[src/rtl/spram_loader_pkg.sv]
// rtl/spram_loader_pkg.sv - shared constants and FSM encoding for the SPRAM flash FIFO unpacker
package spram_loader_pkg;

  localparam int FIFO_WORD_W = 32;
  localparam int MAX_WORDS   = 16384;
  localparam int BYTE_W      = 8;
  localparam int STATE_W     = 3;

  localparam logic [STATE_W-1:0] ST_IDLE  = 3'd0;
  localparam logic [STATE_W-1:0] ST_FILL  = 3'd1;
  localparam logic [STATE_W-1:0] ST_WAIT  = 3'd2;
  localparam logic [STATE_W-1:0] ST_FETCH = 3'd3;
  localparam logic [STATE_W-1:0] ST_SHIFT = 3'd4;
  localparam logic [STATE_W-1:0] ST_DONE  = 3'd5;

  // The FIFO read pointer stays live only while a word session is in flight.
  function automatic logic fill_active(input logic [STATE_W-1:0] state);
    return (state == ST_FILL) || (state == ST_WAIT) ||
           (state == ST_FETCH) || (state == ST_SHIFT);
  endfunction

endpackage

[src/rtl/spram_byte_serializer.sv]
// rtl/spram_byte_serializer.sv - 32-bit word load, LSB-first 8-bit valid/ready shift-out
module spram_byte_serializer
  import spram_loader_pkg::*;
(
  input  logic                   clk,
  input  logic                   resetn,
  input  logic                   i_load,
  input  logic [FIFO_WORD_W-1:0] i_word,
  output logic [BYTE_W-1:0]      o_tdata,
  output logic                   o_tvalid,
  input  logic                   i_tready,
  output logic                   o_tlast
);

  logic [FIFO_WORD_W-1:0] r_shift;
  logic [1:0]             r_idx;
  logic                   r_valid;
  logic                   w_xfer;

  assign w_xfer = r_valid && i_tready;

  always_ff @(posedge clk or negedge resetn) begin
    if (!resetn) begin
      r_shift <= '0;
      r_idx   <= '0;
      r_valid <= 1'b0;
    end else if (i_load) begin
      r_shift <= i_word;
      r_idx   <= '0;
      r_valid <= 1'b1;
    end else if (w_xfer) begin
      // The last byte stays in the register; only valid drops.
      if (r_idx == 2'd3) begin
        r_valid <= 1'b0;
      end else begin
        r_shift <= {{BYTE_W{1'b0}}, r_shift[FIFO_WORD_W-1:BYTE_W]};
        r_idx   <= r_idx + 2'd1;
      end
    end
  end

  assign o_tdata  = r_shift[BYTE_W-1:0];
  assign o_tvalid = r_valid;
  assign o_tlast  = (r_idx == 2'd3);

endmodule

[src/rtl/spram_word_unpacker.sv]
// rtl/spram_word_unpacker.sv - pops N words from the SPRAM flash FIFO and streams them as bytes; option SPRAM_UNPACK_CHKSUM_EN adds o_chksum
module spram_word_unpacker #(
  parameter int CNT_W     = 16,
  parameter int MAX_WORDS = spram_loader_pkg::MAX_WORDS
) (
  input  logic             clk,
  input  logic             resetn,
  input  logic             i_start,
  input  logic [CNT_W-1:0] i_word_count,
  output logic             o_fill,
  input  logic             i_fifo_empty,
  output logic             o_fifo_rd,
  input  logic [31:0]      i_fifo_dout,
  output logic [7:0]       o_byte,
  output logic             o_byte_valid,
  input  logic             i_byte_ready,
  output logic             o_busy,
  output logic             o_done
`ifdef SPRAM_UNPACK_CHKSUM_EN
  ,
  output logic [15:0]      o_chksum
`endif
);

  import spram_loader_pkg::*;

  localparam int               CW     = CNT_W + 1;
  localparam logic [CNT_W:0]   LP_MAX = CW'(MAX_WORDS);
  localparam logic [CNT_W:0]   LP_ONE = CW'(1);

  logic [STATE_W-1:0] r_state;
  // One bit wider than the request so a clamp-limited count never wraps.
  logic [CNT_W:0]     r_count;
  logic [CNT_W:0]     r_words;

  logic [CNT_W:0]     w_req;
  logic [CNT_W:0]     w_clamped;
  logic               w_start_ok;
  logic               w_load;
  logic               w_valid;
  logic               w_last;
  logic               w_xfer;
  logic [7:0]         w_byte;

  assign w_req      = {1'b0, i_word_count};
  assign w_clamped  = (w_req > LP_MAX) ? LP_MAX : w_req;
  assign w_start_ok = i_start && (r_state == ST_IDLE);
  assign w_load     = (r_state == ST_FETCH);
  assign w_xfer     = w_valid && i_byte_ready;

  always_ff @(posedge clk or negedge resetn) begin
    if (!resetn) begin
      r_state <= ST_IDLE;
      r_count <= '0;
      r_words <= '0;
    end else begin
      case (r_state)
        ST_IDLE: begin
          if (w_start_ok) begin
            r_count <= w_clamped;
            r_words <= '0;
            r_state <= (w_clamped == '0) ? ST_DONE : ST_FILL;
          end
        end
        ST_FILL: r_state <= ST_WAIT;
        ST_WAIT: begin
          // An empty FIFO here means the flash preload is still running.
          if (!i_fifo_empty) begin
            r_state <= ST_FETCH;
          end
        end
        ST_FETCH: begin
          r_words <= r_words + LP_ONE;
          r_state <= ST_SHIFT;
        end
        ST_SHIFT: begin
          if (w_xfer && w_last) begin
            r_state <= (r_words == r_count) ? ST_DONE : ST_WAIT;
          end
        end
        ST_DONE: r_state <= ST_IDLE;
        default: r_state <= ST_IDLE;
      endcase
    end
  end

  spram_byte_serializer u_ser (
    .clk      (clk),
    .resetn   (resetn),
    .i_load   (w_load),
    .i_word   (i_fifo_dout),
    .o_tdata  (w_byte),
    .o_tvalid (w_valid),
    .i_tready (i_byte_ready),
    .o_tlast  (w_last)
  );

  assign o_fill       = fill_active(r_state);
  assign o_fifo_rd    = (r_state == ST_FETCH) && !i_fifo_empty;
  assign o_byte       = w_byte;
  assign o_byte_valid = w_valid;
  assign o_busy       = (r_state != ST_IDLE);
  assign o_done       = (r_state == ST_DONE);

`ifdef SPRAM_UNPACK_CHKSUM_EN
  logic [15:0] r_chksum;

  always_ff @(posedge clk or negedge resetn) begin
    if (!resetn) begin
      r_chksum <= '0;
    end else if (w_start_ok) begin
      r_chksum <= '0;
    end else if (w_xfer) begin
      r_chksum <= r_chksum + {8'h00, w_byte};
    end
  end

  assign o_chksum = r_chksum;
`endif

endmodule

[config.mk]
export PLATFORM = sky130hd
export DESIGN_NAME = spram_word_unpacker
export DESIGN_NICKNAME = d
export VERILOG_FILES = /design/src/rtl/spram_loader_pkg.sv /design/src/rtl/spram_byte_serializer.sv /design/src/rtl/spram_word_unpacker.sv
export SDC_FILE = /design/constraint.sdc
export NUM_CORES = 1
export LEC_CHECK = 0
export BUFFER_PORTS_ARGS = -buffer_cell sky130_fd_sc_hd__clkbuf_2
export CAP_MARGIN = 30
export CORE_UTILIZATION = 30
export DETAILED_ROUTE_END_ITERATION = 16
export PLACE_DENSITY = 0.53
export SYNTH_ARGS = -nofsm -noshare
export SYNTH_HDL_FRONTEND = slang
export SYNTH_SLANG_ARGS = --single-unit
export TNS_END_PERCENT = 5
[constraint.sdc]
create_clock -name clk -period 2.5 [get_ports clk]
set_input_delay 0.5 -clock clk [delete_from_list [all_inputs] [get_ports clk]]
set_output_delay 0.5 -clock clk [all_outputs]
set_load 0.005 [all_outputs]
## Word level (Yosys, flattened, before mapping)

Cells that the tools add are included.

- Add/sub/neg operators: 2
- Magnitude comparators: 1
- Eq/ne operators: 11
- Muxes and demuxes: 18
- Reductions and logical operators: 19

Operator list:

| cell | count |
|---|---|
| 32-bit two-way mux | 3 |
| 17-bit one-hot mux with 2 select lines | 1 |
| 17-bit by 1-bit adder with 17-bit output, second input constant | 1 |
| 17-bit equality test | 1 |
| 17-bit logical NOT | 1 |
| 17-bit two-way mux | 1 |
| 16-bit by 15-bit > comparator with 1-bit output, second input constant | 1 |
| 16-bit two-way mux | 1 |
| 3-bit two-way mux | 5 |
| 3-bit one-hot mux with 5 select lines | 1 |
| 2-bit AND reduction | 4 |
| 3-bit by 2-bit equality test with 1-bit output, second input constant | 2 |
| 3-bit equality test, second input constant | 2 |
| 2-bit two-way mux | 3 |
| 2-bit != test, second input constant | 3 |
| 2-bit nonzero test | 3 |
| 1-bit logical AND | 4 |
| 3-bit by 1-bit equality test with 1-bit output, second input constant | 1 |
| 3-bit logical NOT | 1 |
| 1-bit logical OR | 3 |
| 1-bit two-way mux | 3 |
| 3-bit AND reduction | 1 |
| 3-bit nonzero test | 1 |
| 2-bit by 1-bit adder with 2-bit output, second input constant | 1 |
| other kinds (3) | 3 |

- Register bits after elaboration: 72

## Depth between registers and ports, before layout

- Depth in word-level cells: 6
- Depth in mapped cells: 8

## Cells and area by module

From an unflattened synthesis, not the netlist that was laid out.

- Cell total of the unflattened synthesis: 372
- Area, all modules: 3579.7 um^2

By module, submodules not included:

| module | instances | cells an instance | area each (um^2) | seq. area each (um^2) |
|---|---|---|---|---|
| spram_word_unpacker | 1 | 186 | 1918.1 | 900.9 |
| spram_byte_serializer | 1 | 186 | 1661.6 | 875.8 |

## Worst setup path before layout

Ideal clock, no wire load.

- Kind: register to output
- Start: reg r_state[0]
- End: out o_fifo_rd
- Arrival: 1.173 ns
- Path slack: 0.827 ns
- Stages on the path, launching flop included: 7
- Cell sequence: dfrtp_1 buf_2 nand2_1 or2_1 buf_2 buf_2 nor2_1

- Cells in the longest elaborated chain, start to end: 2

RTL lines:

| element | RTL line | RTL |
|---|---|---|
| start: declaration | spram_word_unpacker.sv:31 | `logic [STATE_W-1:0] r_state;` |
| start signal: assignment | spram_word_unpacker.sv:62 | `r_state <= (w_clamped == '0) ? ST_DONE : ST_FILL;` |
| start signal: assignment | spram_word_unpacker.sv:78 | `r_state <= (r_words == r_count) ? ST_DONE : ST_WAIT;` |
| 3-bit by 2-bit equality test with 1-bit output | spram_word_unpacker.sv:99 | `assign o_fifo_rd = (r_state == ST_FETCH) && !i_fifo_empty;` |
| 1-bit logical AND | spram_word_unpacker.sv:99 |  |
| end: declaration | spram_word_unpacker.sv:12 | `output logic o_fifo_rd,` |

No other way between the ends.

## Final worst setup path

- Start: reg r_state[1]
- End: out o_fifo_rd

The elaborated chain is that of the path after synthesis.

==> reports/results.ini <==
[timing]
tns_ns = 0
slew_headroom_pct = 49.80
max_freq_mhz = 437.1
rsz0062_at_grt = no
finalHoldViolations = 0
setup_violations = 0
period_needed_ns = 2.288
finalClockSkew_ns = 0.007153
slew_viol_final = 0
period_share_pct = 91.52
worstMarginPinSlew_ns = 0.7531

[placed_design]
finalWeightedCongestion = 0.8136
dpl.hpwl_um = 5078
placed_cell_area_um2 = 3874
numPortBuffers = 65

[run]
cap_viol_max_count = 0

[floorplanning]
rows = 39
die_y_um = 110.1
die_width_um = 110.1
ios = 66
dieArea_um2 = 12110
core-area_um2 = 11420
start_util_pct = 30.68

[detailed_routing]
num_vias = 2613
drc = 0
wl_per_cell_um = 14.03
dr.pass1.iters = 4
drtIter0Drc = 186
antenna_left = 0
avgViaCountPerCell = 4.912
drt-total-wl_um = 7463

[global_route]
grt_overflow = 0
track_usage_pct = 13.30
first_global_vias = 2396
use_met2_pct = 19.02
grt_pass1_wl_um = 12210
grt_max_degree = 72
use_met3_pct = 3.821
antenna_found_initial = 0
top_usage_layer = met1
use_met1_pct = 19.25

[setup_path]
worst-path-buf-inv = 1
setup.worst_path.class = register to primary output
worst_ep_required_time_ns = 2.00
critical_path_arrival_ns = 1.79
endpoint_kind = primary output
reg2reg_depth = 4
cp-start-kind = register
critPathMaxStageDelay_ns = 0.57
rr_startpoint = r_state[1]$_DFFE_PN0P_
path_cells = nand2_1 -> or2_2 -> nor2_1 -> clkbuf_2
reg2reg_to = u_ser.r_shift[28]$_DFFE_PN0P_
path_delay_family = simple AND/OR/NAND/NOR gates
slowest_stage = dfrtp_1
reg2reg_slack_ns = 0.55
cp_max_fo = 18
worst-path-stages = 4

[synthesis]
synth_area_leaders = dfrtp_1, mux2i_1, o21ai_0, a22o_1, nand2_1
async_reset_ff_share_pct = 100.0
netlist_top_cells_count = dfrtp_1, nand2_1, o21ai_0
ys_seq_elements = 71
syn-cell-area_um2 = 3503
synthDistinctLibCells = 42
yosys.area.top_type_share_pct = 50.71
synth_fp_nets = 390
synth-edff-count = 0
yosysTopAreaCell = dfrtp_1
synth_cells = 335
ys.flop_type = dfrtp_1
ys_seq_area_share_pct = 50.71
ys_warn_count = 0
avgSynthCellArea_um2 = 10.46
synth.most_common_cell = dfrtp_1

[final_layout]
design_area_um2 = 4173
final_layout_size_suffix_gt1_share_pct = 24.42
area_delta_synth_final_pct = 19.11
antenna_cells = 0
nets = 439

[cts]
tritoncts = built
cts-root-buf = clkbuf_16
cts_buffer_depth = 2
cts_hold_buf = 0
ctsResizeCount = 0
cts_buffers = 9
cts_setup_buffers = 0
htree_levels = 3
clock_sinks = 71
clock_latency_ns = 0.33
path_clk_slew_ns = 0.06

[power]
power.net_switching_uw = 1562
p_comb_share_pct = 32.4
intPower_uw = 3004
p_clk_share_pct = 27.9
power.density_nw_per_um2 = 1094
pwr-share-seq_pct = 39.7
leakage_uw = 0.002037
peakVddDrop_v = 0.0004218
p_sw_share_pct = 34.21

[status]
status = complete, no violations

[hold_path]
hold_class = primary input to async pin

==> layout make-up <==
| cell class | instances | area (um2) |
|---|---|---|
| Fill cell | 1176 | 7246 |
| Sequential cell | 71 | 1777 |
| Multi-Input combinational cell | 231 | 1543 |
| Timing Repair Buffer | 69 | 367.9 |
| Clock buffer | 11 | 242.7 |
| Tap cell | 143 | 178.9 |
| Clock inverter | 5 | 56.30 |
| Inverter | 2 | 7.507 |
==> cell usage in the layout (no fill, tap or decap), drive strengths merged <==
cell type and count:
clkbuf 75, ha 2, or4 1, o221ai 1, inv 3, and4 3, or3 1, nor3 2
nand3b 1, or2 1, nand2 47, and3b 1, nor2 12, and2 3, o31ai 4, nand4 10
dfrtp 71, mux2i 30, xnor2 12, clkinv 2, a31oi 3, a21oi 4, nor4 4, o22ai 1
a41oi 1, o41ai 1, buf 5, clkinvlp 1, and3 6, a22o 21, o21ai 44, a211oi 1
nand3 6, o211ai 2, bufinv 1, xor2 6
==> power groups by stage <==
| stage | combinational (uW) | clock (uW) | sequential (uW) |
|---|---|---|---|
| after floorplan | 1270 | 0 | 1700 |
| after global placement | 1450 | 0 | 1820 |
| after detailed placement | 1490 | 0 | 1840 |
| after CTS | 1500 | 1320 | 1810 |
| after global routing | 1670 | 1370 | 1870 |
| final | 1480 | 1270 | 1810 |
==> flip-flops by register name (all words and copies together) (netlist names) <==
register / cells
u_ser.r_shift: 32
u_ser.o_tvalid: 1
r_count: 16
u_ser.r_idx: 2
r_words: 17
r_state: 3
==> worst max-delay path by stage <==
stage,start,to,slack (ns)
2_1_floorplan,r_state[0]$_DFFE_PN0P_,o_fifo_rd,0.83
3_3_place_gp,i_word_count[9],r_count[2]$_DFFE_PN0P_,0.46
3_5_place_dp,i_word_count[9],r_count[1]$_DFFE_PN0P_,0.45
4_1_cts,r_state[1]$_DFFE_PN0P_,o_fifo_rd,0.12
5_1_grt,r_state[1]$_DFFE_PN0P_,o_fifo_rd,0.08
6_report,r_state[1]$_DFFE_PN0P_,o_fifo_rd,0.21
==> cells by family after synthesis <==
group                    after synthesis  share of synthesized area [%]
buffers and inverters                 33                          5.393
XOR/XNOR                              18                          4.928
adder cells (fa/ha/maj)                2                         0.7142
flip-flops                            71                          50.71
AO/OA/AOI/OAI                         83                          15.64
multiplexers                          30                          8.571
AND/OR/NAND/NOR                       98                          14.04
==> stage by stage <==
stage / hold slack (ns) / util [%] / total power [uW] / std cells / setup slack, ns
2_1_floorplan: 0.2044 / - / 2966 / 335 / 0.8269
5_1_grt: 0.2101 / 36.54 / 4908 / 532 / 0.07857
6_report: 0.1769 / 36.54 / 4566 / 532 / 0.2121
3_5_place_dp: 0.4819 / 33.93 / 3327 / 516 / 0.4468
4_1_cts: 0.2049 / 36.54 / 4636 / 532 / 0.1196
3_3_place_gp: 0.4733 / 33.93 / 3274 / 516 / 0.4557
==> routing by layer <==
| layer | routed length (um) | vias up |
|---|---|---|
| met2 | 3142 | 82 |
| met5 | 0 | - |
| met1 | 3830 | 1223 |
| li1 | - | 1300 |
| met4 | 72 | 0 |
| met3 | 418 | 8 |
==> worst reg2reg max path: cells and delay by family (launching register included) <==
| family | cells | cell delay (ns) |
|---|---|---|
| and+or+nand+nor | 3 | 1.00 |
| DFF | 1 | 0.57 |
| AOI/OAI and AO/OA | 1 | 0.26 |
No activity file was read; power rests on OpenSTA's default activity.
